$ cat src/rtl/wb_pkg.sv
// Shared encodings for the write-back stage: result-source selects, load
// sizes, FSM state type and the captured-load record.
package wb_pkg;

  localparam logic [1:0] WB_SEL_ALU  = 2'd0;
  localparam logic [1:0] WB_SEL_LOAD = 2'd1;
  localparam logic [1:0] WB_SEL_PC4  = 2'd2;
  localparam logic [1:0] WB_SEL_CSR  = 2'd3;

  localparam logic [1:0] LOAD_BYTE   = 2'd0;
  localparam logic [1:0] LOAD_HALF   = 2'd1;
  localparam logic [1:0] LOAD_WORD   = 2'd2;
  localparam logic [1:0] LOAD_DOUBLE = 2'd3;

  typedef enum logic {IDLE, WAIT_LOAD} wb_state_e;

  // Attributes of a load parked while the data cache is late.
  typedef struct packed {
    logic [1:0] size;
    logic       is_unsigned;
    logic       reg_write;
  } ld_cap_t;

endpackage

$ cat src/rtl/write_back_unit_if.sv
// Write-back stage bus: MEM-stage request, data-cache response and the
// register-file write / forwarding port.
//   slave  : view taken by write_back_unit
//   master : view taken by the driver (MEM stage / bench)
interface write_back_unit_if #(
  parameter int DATA_WIDTH     = 32,
  parameter int REG_ADDR_WIDTH = 5
);
  logic                      IN_VALID;
  logic                      IN_READY;
  logic [DATA_WIDTH-1:0]     ALU_OUT_IN;
  logic [DATA_WIDTH-1:0]     PC_PLUS_4_IN;
  logic [DATA_WIDTH-1:0]     CSR_DATA_IN;
  logic [1:0]                WB_SELECT_IN;
  logic [1:0]                LOAD_SIZE_IN;
  logic                      LOAD_UNSIGNED_IN;
  logic                      REG_WRITE_IN;
  logic [REG_ADDR_WIDTH-1:0] RD_ADDR_IN;
  logic [DATA_WIDTH-1:0]     DATA_CACHE_OUT_DATA;
  logic                      DATA_CACHE_READY;
  logic                      REG_WRITE_EN_OUT;
  logic [REG_ADDR_WIDTH-1:0] RD_ADDR_OUT;
  logic [DATA_WIDTH-1:0]     RD_DATA_OUT;
  logic                      STALL_OUT;
  logic                      MISALIGNED_OUT;

  modport slave (
    input  IN_VALID, ALU_OUT_IN, PC_PLUS_4_IN, CSR_DATA_IN, WB_SELECT_IN,
           LOAD_SIZE_IN, LOAD_UNSIGNED_IN, REG_WRITE_IN, RD_ADDR_IN,
           DATA_CACHE_OUT_DATA, DATA_CACHE_READY,
    output IN_READY, REG_WRITE_EN_OUT, RD_ADDR_OUT, RD_DATA_OUT,
           STALL_OUT, MISALIGNED_OUT
  );

  modport master (
    output IN_VALID, ALU_OUT_IN, PC_PLUS_4_IN, CSR_DATA_IN, WB_SELECT_IN,
           LOAD_SIZE_IN, LOAD_UNSIGNED_IN, REG_WRITE_IN, RD_ADDR_IN,
           DATA_CACHE_OUT_DATA, DATA_CACHE_READY,
    input  IN_READY, REG_WRITE_EN_OUT, RD_ADDR_OUT, RD_DATA_OUT,
           STALL_OUT, MISALIGNED_OUT
  );
endinterface

$ cat src/rtl/write_back_unit_load_aligner.sv
// load_aligner: combinational load-data extractor.
//   raw_data    : aligned word from the data cache
//   offset      : byte offset within that word
//   size        : LOAD_BYTE/HALF/WORD/DOUBLE
//   is_unsigned : 1 zero-extend, 0 sign-extend
//   ext_data    : extracted, extended value
//   misaligned  : access crosses its natural alignment (or is too wide)
module load_aligner
  import wb_pkg::*;
#(
  parameter int DATA_WIDTH   = 32,
  parameter int OFFSET_WIDTH = $clog2(DATA_WIDTH/8)
) (
  input  logic [DATA_WIDTH-1:0]   raw_data,
  input  logic [OFFSET_WIDTH-1:0] offset,
  input  logic [1:0]              size,
  input  logic                    is_unsigned,
  output logic [DATA_WIDTH-1:0]   ext_data,
  output logic                    misaligned
);
  logic [DATA_WIDTH-1:0] shifted;

  // Bring the addressed byte lane down to bit 0.
  assign shifted = raw_data >> {offset, 3'b000};

  // Size casts of a $signed operand sign-extend; of an unsigned one, zero-extend.
  always_comb begin
    ext_data   = shifted;
    misaligned = 1'b0;
    case (size)
      LOAD_BYTE: begin
        ext_data = is_unsigned ? DATA_WIDTH'(shifted[7:0])
                               : DATA_WIDTH'($signed(shifted[7:0]));
      end
      LOAD_HALF: begin
        ext_data   = is_unsigned ? DATA_WIDTH'(shifted[15:0])
                                 : DATA_WIDTH'($signed(shifted[15:0]));
        misaligned = offset[0];
      end
      LOAD_WORD: begin
        ext_data   = is_unsigned ? DATA_WIDTH'(shifted[31:0])
                                 : DATA_WIDTH'($signed(shifted[31:0]));
        misaligned = (offset[1:0] != 2'd0);
      end
      default: begin
        // Double: only legal, aligned, on a 64-bit datapath.
        ext_data   = shifted;
        misaligned = (DATA_WIDTH != 64) || (offset != '0);
      end
    endcase
  end
endmodule

$ cat src/rtl/write_back_unit.sv
// write_back_unit: registered write-back stage.
//   CLK, RST : clock, async active-high reset
//   bus      : MEM request (IN_*), data-cache response (DATA_CACHE_*),
//              register-file write port / forwarding value (RD_*, REG_WRITE_EN_OUT),
//              STALL_OUT and MISALIGNED_OUT status.
// Results land one edge after completion. A load whose cache data is not
// ready at accept is parked in WAIT_LOAD with its attributes captured.
module write_back_unit
  import wb_pkg::*;
#(
  parameter int DATA_WIDTH     = 32,
  parameter int REG_ADDR_WIDTH = 5,
  parameter int OFFSET_WIDTH   = $clog2(DATA_WIDTH/8)
) (
  input logic              CLK,
  input logic              RST,
  write_back_unit_if.slave bus
);
  wb_state_e                 state;
  ld_cap_t                   cap;
  logic [OFFSET_WIDTH-1:0]   cap_off;
  logic [REG_ADDR_WIDTH-1:0] cap_rd;

  logic                      wen_q, mis_q;
  logic [REG_ADDR_WIDTH-1:0] rd_addr_q;
  logic [DATA_WIDTH-1:0]     rd_data_q;

  logic idle, accept, sel_load, done;
  logic [OFFSET_WIDTH-1:0]   al_off;
  logic [1:0]                al_size;
  logic                      al_uns, al_mis;
  logic [DATA_WIDTH-1:0]     al_data, result;
  logic [REG_ADDR_WIDTH-1:0] done_rd;
  logic                      done_rw, done_ld;

  assign idle     = (state == IDLE);
  assign accept   = bus.IN_VALID && idle;
  assign sel_load = (bus.WB_SELECT_IN == WB_SEL_LOAD);

  assign bus.IN_READY  = idle;
  assign bus.STALL_OUT = !idle || (bus.IN_VALID && sel_load && !bus.DATA_CACHE_READY);

  // Live inputs drive the aligner in IDLE; the parked copy in WAIT_LOAD.
  assign al_off  = idle ? bus.ALU_OUT_IN[OFFSET_WIDTH-1:0] : cap_off;
  assign al_size = idle ? bus.LOAD_SIZE_IN     : cap.size;
  assign al_uns  = idle ? bus.LOAD_UNSIGNED_IN : cap.is_unsigned;

  load_aligner #(.DATA_WIDTH(DATA_WIDTH), .OFFSET_WIDTH(OFFSET_WIDTH)) u_aligner (
    .raw_data    (bus.DATA_CACHE_OUT_DATA),
    .offset      (al_off),
    .size        (al_size),
    .is_unsigned (al_uns),
    .ext_data    (al_data),
    .misaligned  (al_mis)
  );

  always_comb begin
    done    = idle ? (accept && (!sel_load || bus.DATA_CACHE_READY)) : bus.DATA_CACHE_READY;
    done_ld = idle ? sel_load : 1'b1;
    done_rd = idle ? bus.RD_ADDR_IN   : cap_rd;
    done_rw = idle ? bus.REG_WRITE_IN : cap.reg_write;
    result  = al_data;
    if (idle) begin
      case (bus.WB_SELECT_IN)
        WB_SEL_ALU: result = bus.ALU_OUT_IN;
        WB_SEL_PC4: result = bus.PC_PLUS_4_IN;
        WB_SEL_CSR: result = bus.CSR_DATA_IN;
        default:    result = al_data;
      endcase
    end
  end

  always_ff @(posedge CLK or posedge RST) begin
    if (RST) begin
      state     <= IDLE;
      cap       <= '0;
      cap_off   <= '0;
      cap_rd    <= '0;
      wen_q     <= 1'b0;
      mis_q     <= 1'b0;
      rd_addr_q <= '0;
      rd_data_q <= '0;
    end else begin
      wen_q <= 1'b0;
      mis_q <= 1'b0;
      case (state)
        IDLE: if (accept && sel_load && !bus.DATA_CACHE_READY) begin
          state           <= WAIT_LOAD;
          cap.size        <= bus.LOAD_SIZE_IN;
          cap.is_unsigned <= bus.LOAD_UNSIGNED_IN;
          cap.reg_write   <= bus.REG_WRITE_IN;
          cap_off         <= bus.ALU_OUT_IN[OFFSET_WIDTH-1:0];
          cap_rd          <= bus.RD_ADDR_IN;
        end
        default: if (bus.DATA_CACHE_READY) state <= IDLE;
      endcase
      if (done) begin
        rd_addr_q <= done_rd;
        rd_data_q <= result;
        // A misaligned load still retires but never writes rd.
        mis_q     <= done_ld && al_mis;
        wen_q     <= done_rw && (done_rd != '0) && !(done_ld && al_mis);
      end
    end
  end

  assign bus.REG_WRITE_EN_OUT = wen_q;
  assign bus.MISALIGNED_OUT   = mis_q;
  assign bus.RD_ADDR_OUT      = rd_addr_q;
  assign bus.RD_DATA_OUT      = rd_data_q;
endmodule

$ cat src/flat_wrapper.sv
// flat-port wrapper written by rule: the top's interface ports become plain ports
module write_back_unit_flat import wb_pkg::*;
#(
  parameter int DATA_WIDTH     = 32,
  parameter int REG_ADDR_WIDTH = 5,
  parameter int OFFSET_WIDTH   = $clog2(DATA_WIDTH/8)
)
  (CLK, RST, bus_IN_VALID, bus_ALU_OUT_IN, bus_PC_PLUS_4_IN, bus_CSR_DATA_IN, bus_WB_SELECT_IN, bus_LOAD_SIZE_IN, bus_LOAD_UNSIGNED_IN, bus_REG_WRITE_IN, bus_RD_ADDR_IN, bus_DATA_CACHE_OUT_DATA, bus_DATA_CACHE_READY, bus_IN_READY, bus_REG_WRITE_EN_OUT, bus_RD_ADDR_OUT, bus_RD_DATA_OUT, bus_STALL_OUT, bus_MISALIGNED_OUT);
  write_back_unit_if #(.DATA_WIDTH(DATA_WIDTH), .REG_ADDR_WIDTH(REG_ADDR_WIDTH)) bus_i ();
  input logic CLK;
  input logic RST;
  input wire logic [$bits(bus_i.IN_VALID)-1:0] bus_IN_VALID;
  input wire logic [$bits(bus_i.ALU_OUT_IN)-1:0] bus_ALU_OUT_IN;
  input wire logic [$bits(bus_i.PC_PLUS_4_IN)-1:0] bus_PC_PLUS_4_IN;
  input wire logic [$bits(bus_i.CSR_DATA_IN)-1:0] bus_CSR_DATA_IN;
  input wire logic [$bits(bus_i.WB_SELECT_IN)-1:0] bus_WB_SELECT_IN;
  input wire logic [$bits(bus_i.LOAD_SIZE_IN)-1:0] bus_LOAD_SIZE_IN;
  input wire logic [$bits(bus_i.LOAD_UNSIGNED_IN)-1:0] bus_LOAD_UNSIGNED_IN;
  input wire logic [$bits(bus_i.REG_WRITE_IN)-1:0] bus_REG_WRITE_IN;
  input wire logic [$bits(bus_i.RD_ADDR_IN)-1:0] bus_RD_ADDR_IN;
  input wire logic [$bits(bus_i.DATA_CACHE_OUT_DATA)-1:0] bus_DATA_CACHE_OUT_DATA;
  input wire logic [$bits(bus_i.DATA_CACHE_READY)-1:0] bus_DATA_CACHE_READY;
  output wire logic [$bits(bus_i.IN_READY)-1:0] bus_IN_READY;
  output wire logic [$bits(bus_i.REG_WRITE_EN_OUT)-1:0] bus_REG_WRITE_EN_OUT;
  output wire logic [$bits(bus_i.RD_ADDR_OUT)-1:0] bus_RD_ADDR_OUT;
  output wire logic [$bits(bus_i.RD_DATA_OUT)-1:0] bus_RD_DATA_OUT;
  output wire logic [$bits(bus_i.STALL_OUT)-1:0] bus_STALL_OUT;
  output wire logic [$bits(bus_i.MISALIGNED_OUT)-1:0] bus_MISALIGNED_OUT;
  assign bus_i.IN_VALID = bus_IN_VALID;
  assign bus_i.ALU_OUT_IN = bus_ALU_OUT_IN;
  assign bus_i.PC_PLUS_4_IN = bus_PC_PLUS_4_IN;
  assign bus_i.CSR_DATA_IN = bus_CSR_DATA_IN;
  assign bus_i.WB_SELECT_IN = bus_WB_SELECT_IN;
  assign bus_i.LOAD_SIZE_IN = bus_LOAD_SIZE_IN;
  assign bus_i.LOAD_UNSIGNED_IN = bus_LOAD_UNSIGNED_IN;
  assign bus_i.REG_WRITE_IN = bus_REG_WRITE_IN;
  assign bus_i.RD_ADDR_IN = bus_RD_ADDR_IN;
  assign bus_i.DATA_CACHE_OUT_DATA = bus_DATA_CACHE_OUT_DATA;
  assign bus_i.DATA_CACHE_READY = bus_DATA_CACHE_READY;
  assign bus_IN_READY = bus_i.IN_READY;
  assign bus_REG_WRITE_EN_OUT = bus_i.REG_WRITE_EN_OUT;
  assign bus_RD_ADDR_OUT = bus_i.RD_ADDR_OUT;
  assign bus_RD_DATA_OUT = bus_i.RD_DATA_OUT;
  assign bus_STALL_OUT = bus_i.STALL_OUT;
  assign bus_MISALIGNED_OUT = bus_i.MISALIGNED_OUT;
  write_back_unit #(.DATA_WIDTH(DATA_WIDTH), .REG_ADDR_WIDTH(REG_ADDR_WIDTH), .OFFSET_WIDTH(OFFSET_WIDTH)) u_core (.CLK(CLK), .RST(RST), .bus(bus_i));
endmodule
$ cat config.mk
export PLATFORM = sky130hd
export DESIGN_NAME = write_back_unit_flat
export DESIGN_NICKNAME = d
export VERILOG_FILES = /design/src/rtl/wb_pkg.sv /design/src/rtl/write_back_unit_if.sv /design/src/rtl/write_back_unit_load_aligner.sv /design/src/rtl/write_back_unit.sv /design/src/flat_wrapper.sv
export SDC_FILE = /design/constraint.sdc
export NUM_CORES = 1
export LEC_CHECK = 0
export ABC_CLOCK_PERIOD_IN_PS = 2000
export BUFFER_PORTS_ARGS = -buffer_cell sky130_fd_sc_hd__clkbuf_2
export CAP_MARGIN = 25
export CORE_ASPECT_RATIO = 1.75
export CORE_MARGIN = 2
export CORE_UTILIZATION = 47
export DETAILED_ROUTE_END_ITERATION = 8
export PLACE_DENSITY_LB_ADDON = 0.2
export SYNTH_ARGS = -nofsm -noshare
export SYNTH_HDL_FRONTEND = slang
export SYNTH_SLANG_ARGS = --single-unit
$ cat constraint.sdc
create_clock -name CLK -period 2 [get_ports CLK]
set_input_delay 0.1 -clock CLK [delete_from_list [all_inputs] [get_ports CLK]]
set_output_delay 0.1 -clock CLK [all_outputs]
set_load 0.01 [all_outputs]
After elaboration in Yosys (flattened, before gate mapping) --
Index checks and enable logic that the tools add are counted.
Operators by class: bitwise logic cells 1, muxes and demuxes 18, shift operators 1, reduce and logical (&&, ||, !) cells 19, eq/ne operators 5
Operator list (number):
- two-way mux 32 bit | 3
- one-hot mux 32 bit (3 select lines) | 1
- one-hot mux 32 bit (2 select lines) | 1
- right shift 32 x 5 -> 32 bit | 1
- logical AND 1 bit | 9
- two-way mux 1 bit | 9
- equality test 2 bit (second input constant) | 3
- two-way mux 5 bit | 1
- nonzero test 5 bit | 1
- equality test 2 x 1 -> 1 bit (second input constant) | 2
- zero test 2 bit | 2
- two-way mux 2 bit | 2
- zero test 1 bit | 3
- one-hot mux 1 bit (3 select lines) | 1
- logical OR 1 bit | 2
- AND reduction 2 bit | 1
- nonzero test 2 bit | 1
- NOT 1 bit | 1
Word-level totals: bits in registers 51, input port bits 143, logic and storage cells 54, output and inout bits 41

Logic depth before layout (Yosys ltp) --
Gate-level depths: netlist (run 1).
depth after elaboration 7, mapped depth 8, mapped depth without buffers 5

Hierarchy --
Synthesis (run 1) repeated with hierarchy kept, for this count alone.
Unflattened totals: cell total of the unflattened synthesis 413, area, all modules 3883.7 µm²
By module, submodules not included:
- write_back_unit | area an instance 3171.8 µm², cells an instance 304, sequential area each 1276.2 µm², times used 1
- load_aligner | area an instance 711.9 µm², cells an instance 109, sequential area each 0.0 µm², times used 1

Worst setup path after synthesis (run 1) --
Ideal clock, no wire load.
path type register to register, from register u_core.state, to register u_core.rd_data_q[14] (netlist: u_core.bus.RD_DATA_OUT[14]), setup slack 0.260 ns, buffers on the path 3, clock period less this slack 1.740 ns, setup time 0.132 ns, cell stages (with the launch flop) 8, required time 1.868 ns, data arrival time 1.608 ns, cells stage by stage dfrtp_1 buf_6 mux2_4 buf_4 and3_1 clkbuf_1 a2bb2oi_1 a31oi_4
On the way: cells in the longest elaborated chain, start to end 6, elaborated cells between the ends (all ways) 15, those cells by class eq/ne: 1; shift: 1; mux: 9; bitwise: 1; reduce/logical: 3
Ends and longest elaborated chain:
- start: declaration | RTL line write_back_unit.sv:19 | wb_state_e state;
- start signal: assignment | RTL line write_back_unit.sv:75 | state <= IDLE;
- start signal: assignment | RTL line write_back_unit.sv:88 | state <= WAIT_LOAD;
- start signal: assignment | RTL line write_back_unit.sv:95 | default: if (bus.DATA_CACHE_READY) state <= IDLE;
- two-way mux 2 bit | RTL line write_back_unit.sv:44 | assign al_off = idle ? bus.ALU_OUT_IN[OFFSET_WIDTH-1:0] : cap_off;
- right shift 32 x 5 -> 32 bit | RTL line write_back_unit_load_aligner.sv:24 | assign shifted = raw_data >> {offset, 3'b000};
- two-way mux 32 bit, on equally long branches | RTL line write_back_unit_load_aligner.sv:36, write_back_unit_load_aligner.sv:32
- one-hot mux 32 bit (2 select lines) | RTL line write_back_unit_load_aligner.sv:30 | case (size)
- one-hot mux 32 bit (3 select lines) | RTL line write_back_unit.sv:64 | case (bus.WB_SELECT_IN)
- two-way mux 32 bit | RTL line write_back_unit.sv:63 | if (idle) begin
- end signal: assignment | RTL line write_back_unit.sv:99 | rd_data_q <= result;
- end: declaration | RTL line write_back_unit.sv:26 | logic [DATA_WIDTH-1:0] rd_data_q;
Several ways; a longest one is shown, not always the timed one. A chain may end at the register's enable or synchronous reset.

Worst setup path in the final report (run 1) --
Same ends and word-level chain as after synthesis.

==> impl_metrics.prom, run 1 <==
# TYPE chip_impl_metric gauge
chip_impl_metric{name="ys_async_sr_fraction",unit=""} 1.00
chip_impl_metric{name="vdd_ir_drop_max",unit="mV"} 0.571
chip_impl_metric{name="drt-met1-wl",unit="um"} 4100
chip_impl_info{name="path_class",value="flip-flop to flip-flop"} 1
chip_impl_metric{name="final.setup_skew",unit="ns"} 0.00540
chip_impl_metric{name="wl_met3",unit="um"} 873
chip_impl_metric{name="nets",unit=""} 710
chip_impl_info{name="outcome",value="complete, no violations"} 1
chip_impl_metric{name="clk_pin_slew_worst_paths",unit="ns"} 0.06
chip_impl_metric{name="numPlacedInstances",unit=""} 649
chip_impl_metric{name="power",unit="mW"} 3.44
chip_impl_info{name="holdCritStartpoint",value="bus_DATA_CACHE_READY"} 1
chip_impl_metric{name="grt_start_max_net_pins",unit=""} 29
chip_impl_metric{name="ys_seq_area_frac",unit=""} 0.338
chip_impl_metric{name="slew-limit-headroom",unit=""} 0.647
chip_impl_metric{name="final_setup_violation_count",unit=""} 0
chip_impl_metric{name="die_h",unit="um"} 123
chip_impl_info{name="worstHoldPathType",value="input port to flip-flop"} 1
chip_impl_metric{name="powerDensity",unit="mW/mm^2"} 687
chip_impl_metric{name="tightest_slew",unit="ns"} 0.529
chip_impl_metric{name="maxClockFrequency",unit="MHz"} 533
chip_impl_metric{name="dp_worst_setup_slack",unit="ns"} 0.142
chip_impl_info{name="holdPathEnd",value="u_core.state$_DFF_PP0_"} 1
chip_impl_metric{name="drt_iter0_markers",unit=""} 250
chip_impl_metric{name="fill_cells",unit=""} 676
chip_impl_info{name="post_synth_most_frequent_cells",value="nand2_1, dfrtp_1, mux2i_1, mux2_2, o22ai_1"} 1
chip_impl_info{name="critPathLaunchType",value="flip-flop"} 1
chip_impl_metric{name="vias_per_cell",unit=""} 5.66
chip_impl_metric{name="groute.usage.overall",unit=""} 0.264
chip_impl_info{name="synthMostInstantiatedCell",value="nand2_1"} 1
chip_impl_metric{name="post_layout_nonfiller_instances",unit=""} 657
chip_impl_metric{name="numCtsBuffers",unit=""} 5
chip_impl_info{name="cts_root_buffer",value="clkbuf_16"} 1
chip_impl_info{name="timing.critical_path.cells",value="buf_12 -> mux2i_4 -> buf_12 -> mux2i_1 -> a2bb2oi_1 -> a31oi_4"} 1
chip_impl_metric{name="netlist_instances",unit=""} 388
chip_impl_info{name="synth_flop_cell",value="dfrtp_1"} 1
chip_impl_metric{name="required",unit="ns"} 2.17
chip_impl_metric{name="detailed_place.area",unit="mm^2"} 0.00485
chip_impl_metric{name="final.period_utilization",unit=""} 0.939
chip_impl_info{name="cp_common_cell",value="buf_12"} 1
chip_impl_metric{name="crit_arrival",unit="ns"} 2.04
chip_impl_info{name="crit_path_top_delay_cell",value="dfrtp_1"} 1
chip_impl_metric{name="r2r.worst_path.cells",unit=""} 6
chip_impl_metric{name="crit_buf_inv",unit=""} 2
chip_impl_metric{name="die-width",unit="um"} 71.8
chip_impl_metric{name="final_core_utilization",unit=""} 0.637
chip_impl_metric{name="synth_xor_area_frac",unit=""} 0
chip_impl_info{name="tritoncts",value="done"} 1
chip_impl_metric{name="average_wire_length_per_cell_after_detail_routing",unit="um"} 17.7
chip_impl_metric{name="ioPinCount",unit=""} 184
chip_impl_metric{name="worst_hold_slack",unit="ns"} 0.0380
chip_impl_metric{name="worstSkewPairLatency",unit="ns"} 0.29
chip_impl_metric{name="hold_violations",unit=""} 0
chip_impl_metric{name="post-dp-hpwl",unit="um"} 9600
chip_impl_metric{name="post-route-worst-setup-slack",unit="ns"} 0.123
chip_impl_metric{name="synth_top_area_frac",unit=""} 0.338
chip_impl_metric{name="port-buffer-count",unit=""} 183
chip_impl_info{name="grt_setup_unrepaired",value="no"} 1
chip_impl_metric{name="ys_warn_count",unit=""} 0
chip_impl_metric{name="synthMuxAreaShare",unit=""} 0.284
chip_impl_metric{name="critical_path_peak_fanout",unit=""} 16
chip_impl_metric{name="antenna_left",unit=""} 0
chip_impl_metric{name="clk_path_buf_depth",unit=""} 2
chip_impl_metric{name="num_rows",unit=""} 43
chip_impl_metric{name="detailroute.wirelength.met2",unit="um"} 6240
chip_impl_metric{name="rrSetupSlack",unit="ns"} 0.12
chip_impl_metric{name="antenna_cells",unit=""} 0
chip_impl_info{name="timing.rr.end",value="u_core.bus.RD_DATA_OUT[14]$_DFFE_PP0P_"} 1
chip_impl_metric{name="design.die.area",unit="mm^2"} 0.00881
chip_impl_metric{name="power.static_leakage",unit="nW"} 2.44
chip_impl_metric{name="max_cap_violations",unit=""} 0
chip_impl_info{name="dominant_combinational_cell_family_by_area_after_synthesis",value="multiplexers"} 1
chip_impl_metric{name="htreeDepth",unit=""} 2
chip_impl_metric{name="finalCriticalPeriod",unit="ns"} 1.88
chip_impl_metric{name="gpl.final_weighted_congestion",unit=""} 0.968
chip_impl_metric{name="synth.ff_latch_count",unit=""} 51
chip_impl_metric{name="report.final.slew_viol_count",unit=""} 0
chip_impl_metric{name="syn2layout_area_growth",unit="%"} 32.3
chip_impl_metric{name="postRouteWirelength",unit="um"} 11600
chip_impl_metric{name="max_stage_delay",unit="ns"} 0.41
chip_impl_metric{name="floorplan.initialDensity",unit=""} 0.481
chip_impl_metric{name="synth-adder-area-share",unit=""} 0
chip_impl_metric{name="drt-pass1-iter-count",unit=""} 4
chip_impl_info{name="reg2reg_from",value="u_core.state$_DFF_PP0_"} 1
chip_impl_metric{name="grt_pass1_vias",unit=""} 3658
chip_impl_metric{name="synth.net_count",unit=""} 531
chip_impl_info{name="maxUsedRoutingLayer",value="met4"} 1
chip_impl_metric{name="synth_edf_count",unit=""} 0
chip_impl_metric{name="final_area",unit="mm^2"} 0.00500
chip_impl_metric{name="vias",unit=""} 3719
chip_impl_info{name="timing.critical_path.max_delay_family",value="multiplexers"} 1
chip_impl_info{name="setup.worst_path.end_class",value="flip-flop"} 1
chip_impl_metric{name="synth-compound-area-share",unit=""} 0.221
chip_impl_metric{name="tns",unit="ns"} 0
chip_impl_metric{name="avgSynthCellArea",unit="um^2"} 9.75
chip_impl_metric{name="whs_path_depth",unit=""} 2
chip_impl_metric{name="synthSimpleGateAreaFrac",unit=""} 0.0993
chip_impl_metric{name="initial_antenna_violation_count",unit=""} 0
chip_impl_metric{name="area_of_the_core",unit="mm^2"} 0.00786
chip_impl_metric{name="clock_sinks",unit=""} 51
chip_impl_metric{name="first_pass_grt_wire_length",unit="um"} 17800
chip_impl_metric{name="globalRoute.totalOverflow",unit=""} 0
chip_impl_metric{name="syn-cell-area",unit="mm^2"} 0.00378
chip_impl_info{name="ys_top_cells_by_area",value="dfrtp_1, mux2i_1, mux2_2, nand2_1, o22ai_1"} 1
chip_impl_metric{name="ys_types",unit=""} 46
chip_impl_info{name="synthDominantAreaCellType",value="dfrtp_1"} 1
chip_impl_metric{name="drcViolationCount",unit=""} 0
chip_impl_metric{name="drive_gt1_frac",unit=""} 0.490
## sequential cells by signal, summed over array words and instances (netlist names)
register                     cells
u_core.bus.REG_WRITE_EN_OUT      1
u_core.state                     1
u_core.bus.MISALIGNED_OUT        1
u_core.cap_off                   2
u_core.bus.RD_DATA_OUT          32
u_core.cap                       4
u_core.cap_rd                    5
u_core.bus.RD_ADDR_OUT           5
## power breakdown
| part | switching, mW | total [mW] | internal (mW) |
|---|---|---|---|
| clock | 0.356 | 0.844 | 0.488 |
| combinational | 0.623 | 1.22 | 0.599 |
| sequential | 0.137 | 1.37 | 1.23 |
| total | 1.12 | 3.44 | 2.32 |
## placed cells by master (no fill, tap or decap), types with 16 or more instances in the layout
master,netlist,routed
clkbuf_2,0,183
mux2_2,43,43
o22ai_1,33,32
a31oi_1,19,19
buf_4,4,16
nand2_1,65,65
o21ai_0,16,16
mux2i_1,50,50
dfrtp_1,51,51
## routing by layer
| layer | up-vias | global-route usage |
|---|---|---|
| met5 | - | 0 |
| met4 | 0 | 0.125 |
| met3 | 29 | 0.0542 |
| met2 | 178 | 0.485 |
| met1 | 1714 | 0.281 |
| li1 | 1798 | - |
## area by class of cell
| type | instances | area, um^2 | area share |
|---|---|---|---|
| Clock inverter | 1 | 5.00 | 0.00100 |
| Clock buffer | 6 | 139 | 0.0278 |
| Multi-Input combinational cell | 299 | 2290 | 0.458 |
| Sequential cell | 51 | 1280 | 0.255 |
| Tap cell | 90 | 113 | 0.0225 |
| Inverter | 4 | 15.0 | 0.00300 |
| Timing Repair Buffer | 206 | 1170 | 0.233 |
## worst register-to-register path: stages, from the launching register on
cell	delay, ns
dfrtp_1	0.41
buf_12	0.17
mux2i_4	0.25
buf_12	0.18
mux2i_1	0.27
a2bb2oi_1	0.35
a31oi_4	0.12
## cells by family (layout without fill, tap and decap cells)
logic type	count (synthesis)	count (layout)
compound gates	113	113
simple gates	88	88
mux	98	98
flops	51	51
buf+inv	38	217
## worst max-delay path by stage
| stage | start | endpoint | slack (ns) | cells after the start |
|---|---|---|---|---|
| after floorplan | u_core.state$_DFF_PP0_ | u_core.bus.RD_DATA_OUT[14]$_DFFE_PP0P_ | 0.26 | 7 |
| after global placement | u_core.cap_off[0]$_DFFE_PP0P_ | u_core.bus.RD_DATA_OUT[15]$_DFFE_PP0P_ | 0.22 | 6 |
| after detailed placement | u_core.state$_DFF_PP0_ | u_core.bus.RD_DATA_OUT[15]$_DFFE_PP0P_ | 0.14 | 7 |
| after CTS | u_core.state$_DFF_PP0_ | u_core.bus.RD_DATA_OUT[15]$_DFFE_PP0P_ | 0.12 | 7 |
| after global routing | u_core.state$_DFF_PP0_ | u_core.bus.RD_DATA_OUT[14]$_DFFE_PP0P_ | 0.02 | 6 |
| final | u_core.state$_DFF_PP0_ | u_core.bus.RD_DATA_OUT[14]$_DFFE_PP0P_ | 0.12 | 6 |
## timing repair
item / 4_1_cts / 5_1_grt
hold buffers: 1 / 0
setup buffers: 0 / 0
endpoints found under the hold margin: 24 / 0
gates resized for setup: 0 / 0
Power figures use the tool's default switching activity.
==> inputs of run 2 (changes only) <==
Settings changed: CORE_ASPECT_RATIO 1.75 to 1.5.
==> impl_metrics.prom, run 2 (synthesis gave the netlist of run 1 again) <==
# TYPE chip_impl_metric gauge
chip_impl_metric{name="area_of_the_core",unit="mm^2"} 0.00791
chip_impl_metric{name="gpl.final_weighted_congestion",unit=""} 0.964
chip_impl_metric{name="htreeDepth",unit=""} 2
chip_impl_metric{name="post-dp-hpwl",unit="um"} 9800
chip_impl_metric{name="groute.usage.overall",unit=""} 0.267
chip_impl_metric{name="tns",unit="ns"} 0
chip_impl_info{name="timing.critical_path.cells",value="buf_12 -> nor2_1 -> o22a_2 -> buf_12 -> mux2i_1 -> a31oi_4"} 1
chip_impl_metric{name="design.die.area",unit="mm^2"} 0.00879
chip_impl_metric{name="vdd_ir_drop_max",unit="mV"} 0.490
chip_impl_info{name="outcome",value="complete, no violations"} 1
chip_impl_info{name="mostFrequentLayoutCell",value="clkbuf_2"} 1
chip_impl_metric{name="clk_pin_slew_worst_paths",unit="ns"} 0.06
chip_impl_info{name="path_class",value="flip-flop to flip-flop"} 1
chip_impl_info{name="cp_common_cell",value="buf_12"} 1
chip_impl_info{name="tritoncts",value="done"} 1
chip_impl_metric{name="tightest_slew",unit="ns"} 0.514
chip_impl_info{name="setup.worst_path.end_class",value="flip-flop"} 1
chip_impl_metric{name="port-buffer-count",unit=""} 183
chip_impl_metric{name="crit_arrival",unit="ns"} 2.03
chip_impl_metric{name="clk_path_buf_depth",unit=""} 2
chip_impl_metric{name="die-width",unit="um"} 77.2
chip_impl_metric{name="rrSetupSlack",unit="ns"} 0.12
chip_impl_info{name="worstHoldPathType",value="input port to flip-flop"} 1
chip_impl_info{name="reg2reg_from",value="u_core.state$_DFF_PP0_"} 1
chip_impl_metric{name="nets",unit=""} 710
chip_impl_metric{name="hold_violations",unit=""} 0
chip_impl_metric{name="initial_antenna_violation_count",unit=""} 0
chip_impl_metric{name="maxClockFrequency",unit="MHz"} 533
chip_impl_metric{name="final_area",unit="mm^2"} 0.00504
chip_impl_info{name="timing.rr.end",value="u_core.bus.RD_DATA_OUT[14]$_DFFE_PP0P_"} 1
chip_impl_metric{name="power.static_leakage",unit="nW"} 2.45
chip_impl_info{name="layout_common_cells",value="clkbuf_2, nand2_1, dfrtp_1"} 1
chip_impl_info{name="critPathLaunchType",value="flip-flop"} 1
chip_impl_metric{name="max_cap_violations",unit=""} 0
chip_impl_metric{name="drt_iter0_markers",unit=""} 143
chip_impl_info{name="cts_root_buffer",value="clkbuf_16"} 1
chip_impl_metric{name="powerDensity",unit="mW/mm^2"} 695
chip_impl_metric{name="detailed_place.area",unit="mm^2"} 0.00487
chip_impl_metric{name="globalRoute.totalOverflow",unit=""} 0
chip_impl_metric{name="max_stage_delay",unit="ns"} 0.44
chip_impl_metric{name="first_pass_grt_wire_length",unit="um"} 18500
chip_impl_info{name="holdPathEnd",value="u_core.state$_DFF_PP0_"} 1
chip_impl_metric{name="clock_sinks",unit=""} 51
chip_impl_metric{name="ioPinCount",unit=""} 184
chip_impl_info{name="grt_setup_unrepaired",value="no"} 1
chip_impl_metric{name="report.final.slew_viol_count",unit=""} 0
chip_impl_metric{name="num_rows",unit=""} 40
chip_impl_metric{name="drcViolationCount",unit=""} 0
chip_impl_metric{name="critical_path_peak_fanout",unit=""} 28
chip_impl_info{name="crit_path_top_delay_cell",value="dfrtp_2"} 1
chip_impl_metric{name="drive_gt1_frac",unit=""} 0.493
chip_impl_metric{name="r2r.worst_path.cells",unit=""} 6
chip_impl_metric{name="finalCriticalPeriod",unit="ns"} 1.88
chip_impl_metric{name="syn2layout_area_growth",unit="%"} 33.4
chip_impl_metric{name="fill_cells",unit=""} 718
chip_impl_metric{name="floorplan.initialDensity",unit=""} 0.478
chip_impl_metric{name="numCtsBuffers",unit=""} 5
chip_impl_metric{name="slew-limit-headroom",unit=""} 0.656
chip_impl_metric{name="final.period_utilization",unit=""} 0.938
chip_impl_metric{name="antenna_left",unit=""} 0
chip_impl_metric{name="grt_start_max_net_pins",unit=""} 33
chip_impl_metric{name="vias_per_cell",unit=""} 5.54
chip_impl_metric{name="whs_path_depth",unit=""} 2
chip_impl_metric{name="die_h",unit="um"} 114
chip_impl_metric{name="final.setup_skew",unit="ns"} 0.00306
chip_impl_metric{name="vias",unit=""} 3730
chip_impl_metric{name="antenna_cells",unit=""} 0
chip_impl_metric{name="final_setup_violation_count",unit=""} 0
chip_impl_info{name="holdCritStartpoint",value="bus_DATA_CACHE_READY"} 1
chip_impl_metric{name="drt-pass1-iter-count",unit=""} 5
chip_impl_metric{name="average_wire_length_per_cell_after_detail_routing",unit="um"} 17.8
chip_impl_metric{name="required",unit="ns"} 2.16
chip_impl_metric{name="largest_reg_flops",unit=""} 32
chip_impl_metric{name="postRouteWirelength",unit="um"} 12000
chip_impl_metric{name="grt_pass1_vias",unit=""} 3695
chip_impl_metric{name="cts_post_setup_buffers_inserted",unit=""} 0
chip_impl_metric{name="worstSkewPairLatency",unit="ns"} 0.29
==> run 2: cell types whose count changed in the layout (fill, tap and decap cells not counted) <==
cell | before | now
dfrtp_1 | 51 | 50
buf_4 | 16 | 15
buf_6 | 0 | 1
mux2i_1 | 50 | 49
dfrtp_2 | 0 | 1
clkbuf_8 | 1 | 2
clkinv_2 | 1 | 0
mux2i_2 | 2 | 3
clkbuf_1 | 0 | 1
==> run 2: how the worst max path moves through the flow <==
stage                                start                                      to  slack, ns  cells after the start
finish              u_core.state$_DFF_PP0_  u_core.bus.RD_DATA_OUT[14]$_DFFE_PP0P_       0.12                      6
global placement    u_core.state$_DFF_PP0_  u_core.bus.RD_DATA_OUT[14]$_DFFE_PP0P_       0.17                      6
CTS                 u_core.state$_DFF_PP0_  u_core.bus.RD_DATA_OUT[20]$_DFFE_PP0P_       0.11                      7
detailed placement  u_core.state$_DFF_PP0_   u_core.bus.RD_DATA_OUT[6]$_DFFE_PP0P_       0.12                      7
global route        u_core.state$_DFF_PP0_  u_core.bus.RD_DATA_OUT[18]$_DFFE_PP0P_       0.02                      7
floorplan           u_core.state$_DFF_PP0_  u_core.bus.RD_DATA_OUT[14]$_DFFE_PP0P_       0.26                      7
==> run 2: power by group <==
group	switching, mW	total [mW]	leakage (nW)	internal (mW)
combinational	0.629	1.23	1.77	0.602
clock	0.362	0.895	0.0772	0.533
sequential	0.148	1.38	0.603	1.23
==> run 2: what timing repair did <==
action,in CTS,in global routing
hold endpoints to repair,51,0
setup endpoints to repair,0,12
hold buffers,1,0
resized for setup,0,3
==> run 2: critical path, delay by kind of cell (launching register included) <==
kind                   cells  cell delay, ns
AND/OR/NAND/NOR            1            0.15
multiplexers               1            0.43
flip-flops                 1            0.44
buffers and inverters      2            0.37
AO/OA/AOI/OAI              2            0.33
==> run 2: area by class of cell <==
| type | instances | area (um^2) | area share |
|---|---|---|---|
| Sequential cell | 51 | 1280 | 0.253 |
| Clock buffer | 8 | 156 | 0.0310 |
| Multi-Input combinational cell | 299 | 2290 | 0.455 |
| Timing Repair Buffer | 206 | 1170 | 0.232 |
| Tap cell | 105 | 131 | 0.0260 |
| Inverter | 4 | 15.0 | 0.00298 |
==> run 2: through the flow <==
step	hold WS (ns)	cells	utilization	worst slack, ns	total power [mW]
after floorplan	0.173	388	-	0.260	2.10
after global placement	0.122	664	0.616	0.167	2.60
after detailed placement	0.126	664	0.616	0.120	2.63
after CTS	0.0568	673	0.637	0.115	3.53
after global routing	0.0692	673	0.638	0.0209	3.69
final	0.0485	673	0.638	0.125	3.51
==> run 2: per-layer routing <==
layer  share of wire  GRT usage  up-vias
li1                -          -     1806
met1            0.37      0.286     1744
met2            0.54      0.511      160
met3           0.064     0.0498       20
met4           0.027      0.101        0
met5               0          0        -
==> inputs of run 3 (changes only) <==
Settings changed: ABC_AREA set to 1, CORE_UTILIZATION 47 to 49, CTS_BUF_LIST set to sky130_fd_sc_hd__clkbuf_4.
==> impl_metrics.prom, run 3 <==
# TYPE chip_impl_metric gauge
chip_impl_info{name="grt_setup_unrepaired",value="no"} 1
chip_impl_info{name="timing.critical_path.max_delay_family",value="simple AND/OR/NAND/NOR gates"} 1
chip_impl_metric{name="htreeDepth",unit=""} 2
chip_impl_metric{name="gpl.final_weighted_congestion",unit=""} 0.922
chip_impl_metric{name="required",unit="ns"} 2.29
chip_impl_metric{name="tns",unit="ns"} 0
chip_impl_metric{name="drt-pass1-iter-count",unit=""} 5
chip_impl_metric{name="drt-met1-wl",unit="um"} 4760
chip_impl_metric{name="maxClockFrequency",unit="MHz"} 547
chip_impl_metric{name="area_of_the_core",unit="mm^2"} 0.00791
chip_impl_metric{name="drt_iter0_markers",unit=""} 257
chip_impl_metric{name="design.die.area",unit="mm^2"} 0.00880
chip_impl_metric{name="dp_worst_setup_slack",unit="ns"} 0.0734
chip_impl_metric{name="max_stage_delay",unit="ns"} 0.56
chip_impl_metric{name="slew-limit-headroom",unit=""} 0.573
chip_impl_metric{name="power.static_leakage",unit="nW"} 2.91
chip_impl_metric{name="ys_warn_count",unit=""} 0
chip_impl_metric{name="grt_pass1_vias",unit=""} 4649
chip_impl_metric{name="drcViolationCount",unit=""} 0
chip_impl_metric{name="power.share.clock",unit=""} 0.150
chip_impl_metric{name="final.period_utilization",unit=""} 0.914
chip_impl_metric{name="syn2layout_area_growth",unit="%"} 29.2
chip_impl_metric{name="post-dp-hpwl",unit="um"} 10500
chip_impl_metric{name="floorplan.initialDensity",unit=""} 0.499
chip_impl_info{name="maxUsedRoutingLayer",value="met4"} 1
chip_impl_metric{name="synth.net_count",unit=""} 776
chip_impl_metric{name="post-route-worst-setup-slack",unit="ns"} 0.171
chip_impl_metric{name="first_pass_grt_wire_length",unit="um"} 21600
chip_impl_metric{name="num_rows",unit=""} 40
chip_impl_metric{name="clk_path_buf_depth",unit=""} 2
chip_impl_metric{name="final.setup_skew",unit="ns"} 0.0161
chip_impl_metric{name="syn-cell-area",unit="mm^2"} 0.00394
chip_impl_metric{name="drive_gt1_frac",unit=""} 0.301
chip_impl_metric{name="powerDensity",unit="mW/mm^2"} 617
chip_impl_metric{name="finalCriticalPeriod",unit="ns"} 1.83
chip_impl_metric{name="vdd_ir_drop_max",unit="mV"} 0.534
chip_impl_metric{name="area.sequential",unit="mm^2"} 0.00128
chip_impl_info{name="setup.worst_path.end_class",value="flip-flop"} 1
chip_impl_info{name="synthMostInstantiatedCell",value="nand2_1"} 1
chip_impl_metric{name="hold_violations",unit=""} 0
chip_impl_metric{name="p_comb_frac",unit=""} 0.419
chip_impl_metric{name="vias",unit=""} 4811
chip_impl_metric{name="groute.usage.overall",unit=""} 0.310
chip_impl_metric{name="multiInputGateArea",unit="mm^2"} 0.00234
chip_impl_metric{name="average_wire_length_per_cell_after_detail_routing",unit="um"} 14.6
chip_impl_metric{name="postRouteWirelength",unit="um"} 13400
chip_impl_metric{name="ys_types",unit=""} 27
chip_impl_metric{name="report.final.slew_viol_count",unit=""} 0
chip_impl_metric{name="max_cap_violations",unit=""} 0
chip_impl_metric{name="netlist_instances",unit=""} 633
chip_impl_info{name="post_synth_most_frequent_cells",value="nand2_1, nand3_1, dfrtp_1, a21oi_1, nor2_1"} 1
chip_impl_metric{name="port-buffer-count",unit=""} 183
chip_impl_metric{name="ys_seq_area_frac",unit=""} 0.324
chip_impl_info{name="synthDominantAreaCellType",value="dfrtp_1"} 1
chip_impl_metric{name="crit_arrival",unit="ns"} 2.11
chip_impl_metric{name="synth_top_area_frac",unit=""} 0.324
chip_impl_metric{name="ioPinCount",unit=""} 184
chip_impl_metric{name="final_setup_violation_count",unit=""} 0
chip_impl_metric{name="die-width",unit="um"} 77.3
chip_impl_metric{name="vias_per_cell",unit=""} 5.25
chip_impl_info{name="ys_top_cells_by_area",value="dfrtp_1, nand2_1, nand3_1, a21oi_1, nor2_1"} 1
chip_impl_metric{name="grt_start_max_net_pins",unit=""} 69
chip_impl_info{name="path_class",value="flip-flop to flip-flop"} 1
chip_impl_metric{name="post_layout_nonfiller_instances",unit=""} 916
chip_impl_metric{name="p_int",unit="mW"} 1.88
chip_impl_metric{name="p_seq_frac",unit=""} 0.431
chip_impl_metric{name="wl_met3",unit="um"} 691
chip_impl_info{name="synth_flop_cell",value="dfrtp_1"} 1
chip_impl_metric{name="synth_edf_count",unit=""} 0
chip_impl_metric{name="worstSkewPairLatency",unit="ns"} 0.39
chip_impl_metric{name="numCtsBuffers",unit=""} 5
chip_impl_metric{name="largest_reg_flops",unit=""} 32
chip_impl_metric{name="avgSynthCellArea",unit="um^2"} 6.23
chip_impl_metric{name="synth.ff_latch_count",unit=""} 51
chip_impl_metric{name="initial_antenna_violation_count",unit=""} 0
chip_impl_metric{name="tightest_slew",unit="ns"} 0.639
chip_impl_metric{name="clock_sinks",unit=""} 51
chip_impl_metric{name="antenna_left",unit=""} 0
chip_impl_info{name="outcome",value="complete, no violations"} 1
chip_impl_info{name="critPathLaunchType",value="flip-flop"} 1
chip_impl_metric{name="critical_path_peak_fanout",unit=""} 24
chip_impl_metric{name="power_switching",unit="mW"} 1.26
chip_impl_info{name="layout_common_cells",value="nand2_1, clkbuf_2, nand3_1"} 1
chip_impl_metric{name="detailroute.wirelength.met2",unit="um"} 7230
chip_impl_metric{name="nets",unit=""} 954
chip_impl_metric{name="fill_cells",unit=""} 784
chip_impl_info{name="timing.critical_path.cells",value="inv_8 -> nand2_2 -> nand2_4 -> inv_4 -> nand3_2 -> nand3_2 -> buf_12 -> nand3_1 -> nand2_1 -> nand2_1"} 1
chip_impl_metric{name="p_sw_frac",unit=""} 0.401
chip_impl_info{name="crit_path_top_delay_cell",value="dfrtp_2"} 1
chip_impl_info{name="tritoncts",value="done"} 1
chip_impl_info{name="cts_root_buffer",value="clkbuf_4"} 1
chip_impl_metric{name="die_h",unit="um"} 114
chip_impl_metric{name="ys_async_sr_fraction",unit=""} 1.00
chip_impl_metric{name="crit_buf_inv",unit=""} 3
chip_impl_info{name="mostFrequentLayoutCell",value="nand2_1"} 1
chip_impl_metric{name="globalRoute.totalOverflow",unit=""} 0
chip_impl_metric{name="antenna_cells",unit=""} 0
chip_impl_info{name="worstHoldPathType",value="input port to flip-flop"} 1
chip_impl_metric{name="clk_pin_slew_worst_paths",unit="ns"} 0.15
chip_impl_metric{name="numPlacedInstances",unit=""} 898
[run 3: cell types whose count changed after synthesis, sizes merged, moves of 36 or more]
cell   before  now
nor2        7   43
mux2i      54    0
a21oi       4   49
nand3       1  111
mux2       44    0
nand2      66  284
[run 3: layer usage]
metal	track usage	vias up
met5	0	-
met4	0.177	0
met3	0.0427	50
met2	0.591	193
met1	0.318	2180
li1	-	2388
[run 3: area by class of cell]
| cell class | count | share of cell area |
|---|---|---|
| inverters | 29 | 0.0233 |
| flip-flops and latches | 51 | 0.251 |
| well taps | 105 | 0.0258 |
| multi-input cells | 515 | 0.459 |
| repair buffers | 209 | 0.231 |
| clock buffers | 5 | 0.00737 |
| clock inverters | 2 | 0.00270 |
[run 3: tightest hold or removal path, stage by stage]
cell and delay, ns:
clkbuf_2 0.09, nand2_1 0.06, a21oi_1 0.06, nand2_1 0.05, nand2_1 0.04
[run 3: power groups by stage]
stage	sequential, mW	clock (mW)	combinational [mW]
3_5_place_dp	1.37	0	1.30
2_1_floorplan	1.42	0	0.717
5_1_grt	1.38	0.512	1.48
4_1_cts	1.36	0.481	1.32
6_report	1.36	0.472	1.32
3_3_place_gp	1.37	0	1.28
[run 3: cell families after synthesis]
family | after synthesis | share of synthesized area
flip-flops | 51 | 0.324
AND/OR/NAND/NOR | 442 | 0.496
buffers and inverters | 67 | 0.0844
AO/OA/AOI/OAI | 73 | 0.0964
[run 3: what timing repair did]
item / in CTS / in global routing
buffers inserted: 0 / 0
endpoints found under the setup margin: 0 / 26
hold buffers: 11 / 0
endpoints found under the hold margin: 34 / 0
resized for setup: 0 / 1
[run 3: worst paths after layout]
check / startpoint / to / slack [ns] / depth (start not counted)
min reg2reg: u_core.bus.RD_DATA_OUT[18]$_DFFE_PP0P_ / u_core.bus.RD_DATA_OUT[18]$_DFFE_PP0P_ / 0.49 / 2
max in group asynchronous: RST / u_core.bus.RD_DATA_OUT[12]$_DFFE_PP0P_ / 1.09 / 4
min: bus_CSR_DATA_IN[0] / u_core.bus.RD_DATA_OUT[0]$_DFFE_PP0P_ / 0.008 / 5
max: u_core.state$_DFF_PP0_ / u_core.bus.RD_DATA_OUT[10]$_DFFE_PP0P_ / 0.17 / 10
max reg2reg: u_core.state$_DFF_PP0_ / u_core.bus.RD_DATA_OUT[10]$_DFFE_PP0P_ / 0.17 / 10
min in group asynchronous: RST / u_core.bus.RD_ADDR_OUT[0]$_DFFE_PP0P_ / 0.27 / 3
[run 3: per-stage QoR]
step	total power [mW]	hold slack, ns	area, um^2	util
finish	3.15	0.00818	5090	0.644
global route	3.37	0.0247	5090	0.644
CTS	3.16	0.0147	5090	0.644
detailed placement	2.67	0.157	4930	0.624
global placement	2.65	0.156	4930	0.624
floorplan	2.14	0.196	3940	-
